File: src/rtl/ysyx_23060124_mc_ctrl.sv
// Multi-cycle core sequencer: steps each instruction through FETCH/DECODE/EXEC/MEM/WB,
// drives IFU/LSU handshakes and the RF/PC write strobes, halts on ebreak, decode error or bus timeout.
module ysyx_23060124_mc_ctrl #(
   parameter int TIMEOUT = 256,
   parameter int CNT_W   = 32
) (
   input  logic             i_clk,
   input  logic             i_rst_n,
   output logic             o_ifu_req,
   input  logic             i_ifu_rvalid,
   output logic             o_ir_wen,
   input  logic             i_dec_wen,
   input  logic             i_dec_load,
   input  logic             i_dec_store,
   input  logic             i_dec_brch,
   input  logic             i_dec_jump,
   input  logic             i_dec_ebreak,
   input  logic             i_dec_err,
   input  logic             i_brch_taken,
   output logic             o_lsu_req,
   output logic             o_lsu_we,
   input  logic             i_lsu_done,
   output logic             o_rf_wen,
   output logic             o_pc_wen,
   output logic             o_pc_sel,
   output logic             o_retire,
   output logic             o_halt,
   output logic [1:0]       o_err,
   output logic [2:0]       o_state,
   output logic [CNT_W-1:0] o_instret
);

   localparam int TW = (TIMEOUT > 2) ? $clog2(TIMEOUT) : 1;
   localparam logic [TW-1:0] TO_LAST = TW'(TIMEOUT - 1);

   typedef enum logic [2:0] {
      S_FETCH  = 3'd0,
      S_DECODE = 3'd1,
      S_EXEC   = 3'd2,
      S_MEM    = 3'd3,
      S_WB     = 3'd4,
      S_HALT   = 3'd5
   } state_e;

   localparam logic [1:0] ERR_NONE = 2'd0;
   localparam logic [1:0] ERR_DEC  = 2'd1;
   localparam logic [1:0] ERR_IFU  = 2'd2;
   localparam logic [1:0] ERR_LSU  = 2'd3;

   state_e           state_q, state_d;
   logic [TW-1:0]    cnt_q, cnt_d;
   logic [1:0]       err_q, err_d;
   logic [CNT_W-1:0] instret_q, instret_d;

   always_ff @(posedge i_clk) begin
      if (!i_rst_n) begin
         state_q   <= S_FETCH;
         cnt_q     <= '0;
         err_q     <= ERR_NONE;
         instret_q <= '0;
      end else begin
         state_q   <= state_d;
         cnt_q     <= cnt_d;
         err_q     <= err_d;
         instret_q <= instret_d;
      end
   end

   always_comb begin
      state_d   = state_q;
      cnt_d     = cnt_q;
      err_d     = err_q;
      instret_d = instret_q;
      o_ifu_req = 1'b0;
      o_ir_wen  = 1'b0;
      o_lsu_req = 1'b0;
      o_lsu_we  = 1'b0;
      o_rf_wen  = 1'b0;
      o_pc_wen  = 1'b0;
      o_pc_sel  = 1'b0;
      o_retire  = 1'b0;
      // Outputs are forced quiet while reset is asserted; state still updates via the reset branch.
      if (i_rst_n) begin
         case (state_q)
            S_FETCH: begin
               o_ifu_req = 1'b1;
               if (i_ifu_rvalid) begin
                  o_ir_wen = 1'b1;
                  state_d  = S_DECODE;
               end else if (cnt_q == TO_LAST) begin
                  state_d = S_HALT;
                  err_d   = ERR_IFU;
               end else begin
                  cnt_d = cnt_q + 1'b1;
               end
            end
            S_DECODE: begin
               if (i_dec_err) begin
                  state_d = S_HALT;
                  err_d   = ERR_DEC;
               end else if (i_dec_ebreak) begin
                  state_d = S_HALT;
                  err_d   = ERR_NONE;
               end else begin
                  state_d = S_EXEC;
               end
            end
            S_EXEC: begin
               if (i_dec_load | i_dec_store) begin
                  state_d = S_MEM;
                  cnt_d   = '0;
               end else begin
                  state_d = S_WB;
               end
            end
            S_MEM: begin
               o_lsu_req = 1'b1;
               o_lsu_we  = i_dec_store;
               if (i_lsu_done) begin
                  state_d = S_WB;
               end else if (cnt_q == TO_LAST) begin
                  state_d = S_HALT;
                  err_d   = ERR_LSU;
               end else begin
                  cnt_d = cnt_q + 1'b1;
               end
            end
            S_WB: begin
               o_rf_wen  = i_dec_wen & ~i_dec_store;
               o_pc_wen  = 1'b1;
               o_pc_sel  = i_dec_jump | (i_dec_brch & i_brch_taken);
               o_retire  = 1'b1;
               instret_d = instret_q + 1'b1;
               state_d   = S_FETCH;
               cnt_d     = '0;
            end
            S_HALT: ;
            default: begin
               state_d = S_HALT;
               err_d   = ERR_DEC;
            end
         endcase
      end
   end

   assign o_halt    = (state_q == S_HALT);
   assign o_err     = err_q;
   assign o_state   = state_q;
   assign o_instret = instret_q;

endmodule

File: config.mk
export PLATFORM = sky130hd
export DESIGN_NAME = ysyx_23060124_mc_ctrl
export DESIGN_NICKNAME = d
export VERILOG_FILES = /design/src/rtl/ysyx_23060124_mc_ctrl.sv
export SDC_FILE = /design/constraint.sdc
export NUM_CORES = 1
export LEC_CHECK = 0
export ABC_AREA = 1
export CAP_MARGIN = 20
export CELL_PAD_IN_SITES_DETAIL_PLACEMENT = 1
export CELL_PAD_IN_SITES_GLOBAL_PLACEMENT = 2
export CORE_ASPECT_RATIO = 0.75
export CORE_MARGIN = 2
export CORE_UTILIZATION = 25
export CTS_BUF_LIST = sky130_fd_sc_hd__clkbuf_8
export CTS_CLUSTER_DIAMETER = 80
export DETAILED_ROUTE_END_ITERATION = 12
export GPL_TIMING_DRIVEN = 0
export HOLD_SLACK_MARGIN = 0.1
export MAX_ROUTING_LAYER = met4
export PLACE_DENSITY_LB_ADDON = 0.1
export RECOVER_POWER = 50
export SLEW_MARGIN = 20
export SYNTH_ARGS = -nofsm -noshare
export SYNTH_HDL_FRONTEND = slang
export SYNTH_SLANG_ARGS = --single-unit
File: constraint.sdc
create_clock -name i_clk -period 1.54 [get_ports i_clk]
set_input_delay 0.308 -clock i_clk [delete_from_list [all_inputs] [get_ports i_clk]]
set_output_delay 0.308 -clock i_clk [all_outputs]
set_load 0.02 [all_outputs]
# --- After elaboration in Yosys (flattened, before gate mapping) ---
# Cells that the tools add are included.
word_totals:
  reg_bits: 45
  input_bits: 12
  out_inout_bits: 46
  word_cells: 63
op_classes:
  n_addsub: 2
  eq_ne: 12
  mux: 34
  n_bitwise: 6
  reduce_logical: 5
ops:
  columns: ["op", "n"]
  rows:
  - ["$add A32 B1 Y32 const B", 1]
  - ["$mux W8", 4]
  - ["$pmux W8 S4", 1]
  - ["$mux W3", 6]
  - ["$pmux W3 S6", 1]
  - ["$mux W1", 15]
  - ["$mux W2", 6]
  - ["$ne A2 B2 Y1 const B", 5]
  - ["$add A8 B1 Y8 const B", 1]
  - ["$eq A8 B8 Y1 const B", 1]
  - ["$pmux W2 S4", 1]
  - ["$eq A3 B2 Y1 const B", 2]
  - ["$eq A3 B3 Y1 const B", 2]
  - ["$reduce_and A6 Y1", 1]
  - ["$reduce_and A4 Y1", 1]
  - ["$reduce_bool A4 Y1", 1]
  - ["$eq A3 B1 Y1 const B", 1]
  - ["$logic_not A3 Y1", 1]
  - ["$ne A3 B3 Y1 const B", 1]
  - ["$reduce_or A3 Y1", 1]
  - ["$and A1 B1 Y1", 2]
  - ["$not A1 Y1", 2]
  - ["$or A1 B1 Y1", 2]

# --- Depth between registers and ports, before layout ---
depth:
  depth_word: 4
  ltp_mapped: 11
  ltp_nobuf: 10

# --- Worst setup path before layout ---
# Ideal clock, no wire load.
synth_timing:
  path_kind: "register -> output"
  start: "register state_q[0], in the netlist o_state[0]"
  end: "output o_rf_wen"
  arrival_time_ns: 1.526
  t_required_ns: 1.232
  slack_ns: -0.294
  path_stages_with_launch: 7
  n_path_buf: 1
  path_cell_list: "dfxtp_1 buf_6 nor2_4 nand2_4 nor2_1 nand2_1 nor2_1"
synth_between:
  elab_chain_len: 3
synth_rtl:
  columns: ["item", "line", "rtl"]
  rows:
  - ["start, declared", "50", "state_e state_q, state_d;"]
  - ["start signal, assigned", "62", "state_q <= state_d;"]
  - ["$eq A3 B3 Y1", "84", "case (state_q)"]
  - ["$mux W1", "84", null]
  - ["$mux W1", "83", "if (i_rst_n) begin"]
  - ["end, declared", "23", "output logic o_rf_wen,"]
# No other way between the ends.

# --- Worst setup path in the final report ---
# Same ends and word-level chain as after synthesis.

==> results.py <==
metrics = {
    "run_status": {
        "run_status": "finished with violations",
        "violations": "setup timing",
    },
    "layout": {
        "nNetsFinal": 549,
        "final_layout_size_suffix_gt1_share_pct": 28.7,
        "num_antenna_cells": 0,
        "final_util_pct": 40.1,
        "final_cells": 672,
        "areaGrowthSynthToFinish_pct": 54.8,
        "multi_input_area_mm2": 0.00184,
        "fill_cells": 1337,
        "register_area_um2": 928,
    },
    "cts": {
        "cts_sinks": 45,
        "hold_buffers": 0,
        "cts_root_buf": "clkbuf_8",
        "numCtsBuffers": 5,
        "cts_max_level": 2,
        "clk_path_buf_depth": 2,
        "insertion_delay_ns": 0.31,
        "path_clk_slew_ns": 0.09,
        "cts_tree": "done",
    },
    "worst_setup_path": {
        "arrival_ns": 1.37,
        "r2r_cells": 10,
        "worstPathRequired_ns": 1.23,
        "endpoint_kind": "primary output",
        "cp_max_fo": 5,
        "reg2reg_to": "cnt_q[4]",
        "critPathKind": "reg -> out",
        "timing.rr.start": "o_state[2]",
        "rrSetupSlack_ns": -0.02,
        "start_kind": "register",
    },
    "timing": {
        "rsz0062_at_grt": "yes",
        "tightestPinTransition_ns": 0.721,
        "slew_headroom_pct": 51.9,
        "finalHoldViolCount": 0,
        "setup_ws_ns": -0.136,
        "fin_crit_ns": 1.68,
        "setup_viol": 14,
        "period_share_pct": 109,
        "final.setup_skew_ns": 0.00411,
        "fmaxAchievable_mhz": 597,
        "slew_violations": 0,
    },
    "grt": {
        "grt_max_degree": 14,
        "track_usage_pct": 17.9,
        "grt_antenna_before_repair": 0,
        "grt_first_pass_wirelength_um": 15600,
        "overflow": 0,
        "grt_pass1_vias": 3009,
    },
    "yosys": {
        "ys_types": 28,
        "synth_top_area_share_pct": 33.4,
        "yosysTopAreaCell": "dfxtp_1",
        "yosysMostFrequentCell": "nand2_1",
        "ys_seq_area_share_pct": 33.4,
        "async_flop_share_pct": 0,
        "ys_ff_latch": 45,
        "yosys-top-cells-count": "nand2_1, nor2_1, inv_1",
        "yosys_most_used_dff": "dfxtp_1",
        "synth_edf_count": 0,
        "synthCells": 438,
        "synth.avg_cell_area_um2": 6.16,
        "syn-num-nets": 452,
        "syn-cell-area_mm2": 0.00270,
        "synthTopCellsByArea": "dfxtp_1, nand2_1, nor2_1, inv_1, nand3_1",
        "yosysWarnings": 0,
    },
    "min_path": {
        "holdPathStages": 2,
        "holdPathEnd": "o_err[1]",
        "hp-start": "o_err[1]",
        "hp-class": "reg -> reg",
    },
    "job": {
        "max_cap_viol_count": 0,
    },
    "routing": {
        "drt-vias-per-instance": 4.69,
        "finalWirelength_um": 9880,
        "vias": 3149,
        "drt_first_pass_iters": 4,
        "wire_per_inst_um": 14.7,
        "drc": 0,
        "ant_nets": 0,
        "drtIter0Drc": 84,
    },
    "die": {
        "die_h_um": 94.0,
        "start_util_pct": 25.9,
        "num_rows": 32,
        "pin_count": 58,
        "core-area_mm2": 0.0104,
        "die_area_mm2": 0.0117,
        "die_w_um": 124,
    },
    "placed_design": {
        "portBuffers": 57,
        "place_ws_ns": -1.47,
        "dp_cells": 631,
        "place_congestion": 0.806,
        "dp_hpwl_um": 7090,
    },
    "pwr": {
        "ir_worst_vdd_mv": 0.350,
        "p_leak_nw": 1.77,
        "cellPowerDensity_mw_per_mm2": 818,
    },
}
## layer usage
layer  share of wire (%)  routed length (um)  GRT usage, %
met5                   0                   0             -
met4                0.82                  81          3.93
met3                 3.8                 378          3.03
met2                  45                4410          27.1
met1                  51                5020          25.0
## final cells by class
class,count,area share [%]
flip-flops and latches,45,22.2
plain buffers,6,1.29
multi-input cells,324,43.9
inverters,60,5.69
well taps,136,4.07
clock buffers,7,2.31
repair buffers,93,20.3
clock inverters,1,0.120
## worst max-delay path, stage by stage (launching register included)
cell and delay [ns]:
dfxtp_4 0.38, nor2_4 0.14, nand2_4 0.09, nor2_4 0.13, nand2_1 0.08, nor2_2 0.11, buf_6 0.12
## kinds of logic (layout without fill, tap and decap cells)
family | after synthesis | in the layout | synth area share (%)
xor+xnor | 5 | 5 | 1.62
buf+inv | 69 | 167 | 10.6
compound gates | 48 | 48 | 9.46
flops | 45 | 45 | 33.4
fa+ha+maj | 2 | 2 | 0.927
simple gates | 269 | 269 | 44.0
## registers in the layout (all words and copies together) (netlist names)
signal,flops
o_instret,32
cnt_q,8
o_state,3
o_err,2
## layout by cell type, fill, tap and decap left out, types with 10 or more instances in the layout
cell / synthesis / final
dlygate4sd2_1: 0 / 37
nor2_4: 6 / 17
nor2_1: 91 / 68
nor2_2: 4 / 16
nand2_1: 106 / 93
inv_1: 57 / 51
o21ai_0: 18 / 15
a21oi_1: 22 / 19
buf_4: 1 / 27
nand3_1: 31 / 18
nand4_1: 16 / 16
dfxtp_2: 0 / 10
dfxtp_1: 45 / 31
nand3_2: 1 / 10
buf_6: 3 / 18
clkdlybuf4s50_1: 0 / 10
nand2_2: 2 / 12
## power by group
group	switching, mW	internal, mW
clock	0.460	0.407
sequential	0.0764	1.24
combinational	0.686	0.551
## how the worst max path moves through the flow
stage	from	end	slack, ns
6_report	o_state[0]	o_rf_wen	-0.14
4_1_cts	o_state[0]	o_ir_wen	-0.21
3_3_place_gp	i_rst_n	o_lsu_we	-1.49
5_1_grt	o_state[0]	o_rf_wen	-0.21
3_5_place_dp	i_rst_n	o_ifu_req	-1.47
2_1_floorplan	o_state[0]	o_rf_wen	-0.01
## timing repair
action                                 4_1_cts  5_1_grt
setup endpoints to repair                   80       48
pin swaps                                   24       22
buffers inserted                            24       13
gates resized for setup                    157       65
endpoints found under the hold margin        0        0
## metrics by stage
stage	setup TNS [ns]	cell area [um^2]	total power [mW]	hold slack [ns]
2_1_floorplan	-0.0143	2710	1.88	0.453
3_3_place_gp	-18.98	3450	2.18	0.473
3_5_place_dp	-19.20	3450	2.19	0.475
4_1_cts	-1.71	3940	3.32	0.495
5_1_grt	-3.09	4180	3.61	0.516
6_report	-0.727	4180	3.42	0.488
No activity file was read; power rests on OpenSTA's default activity.
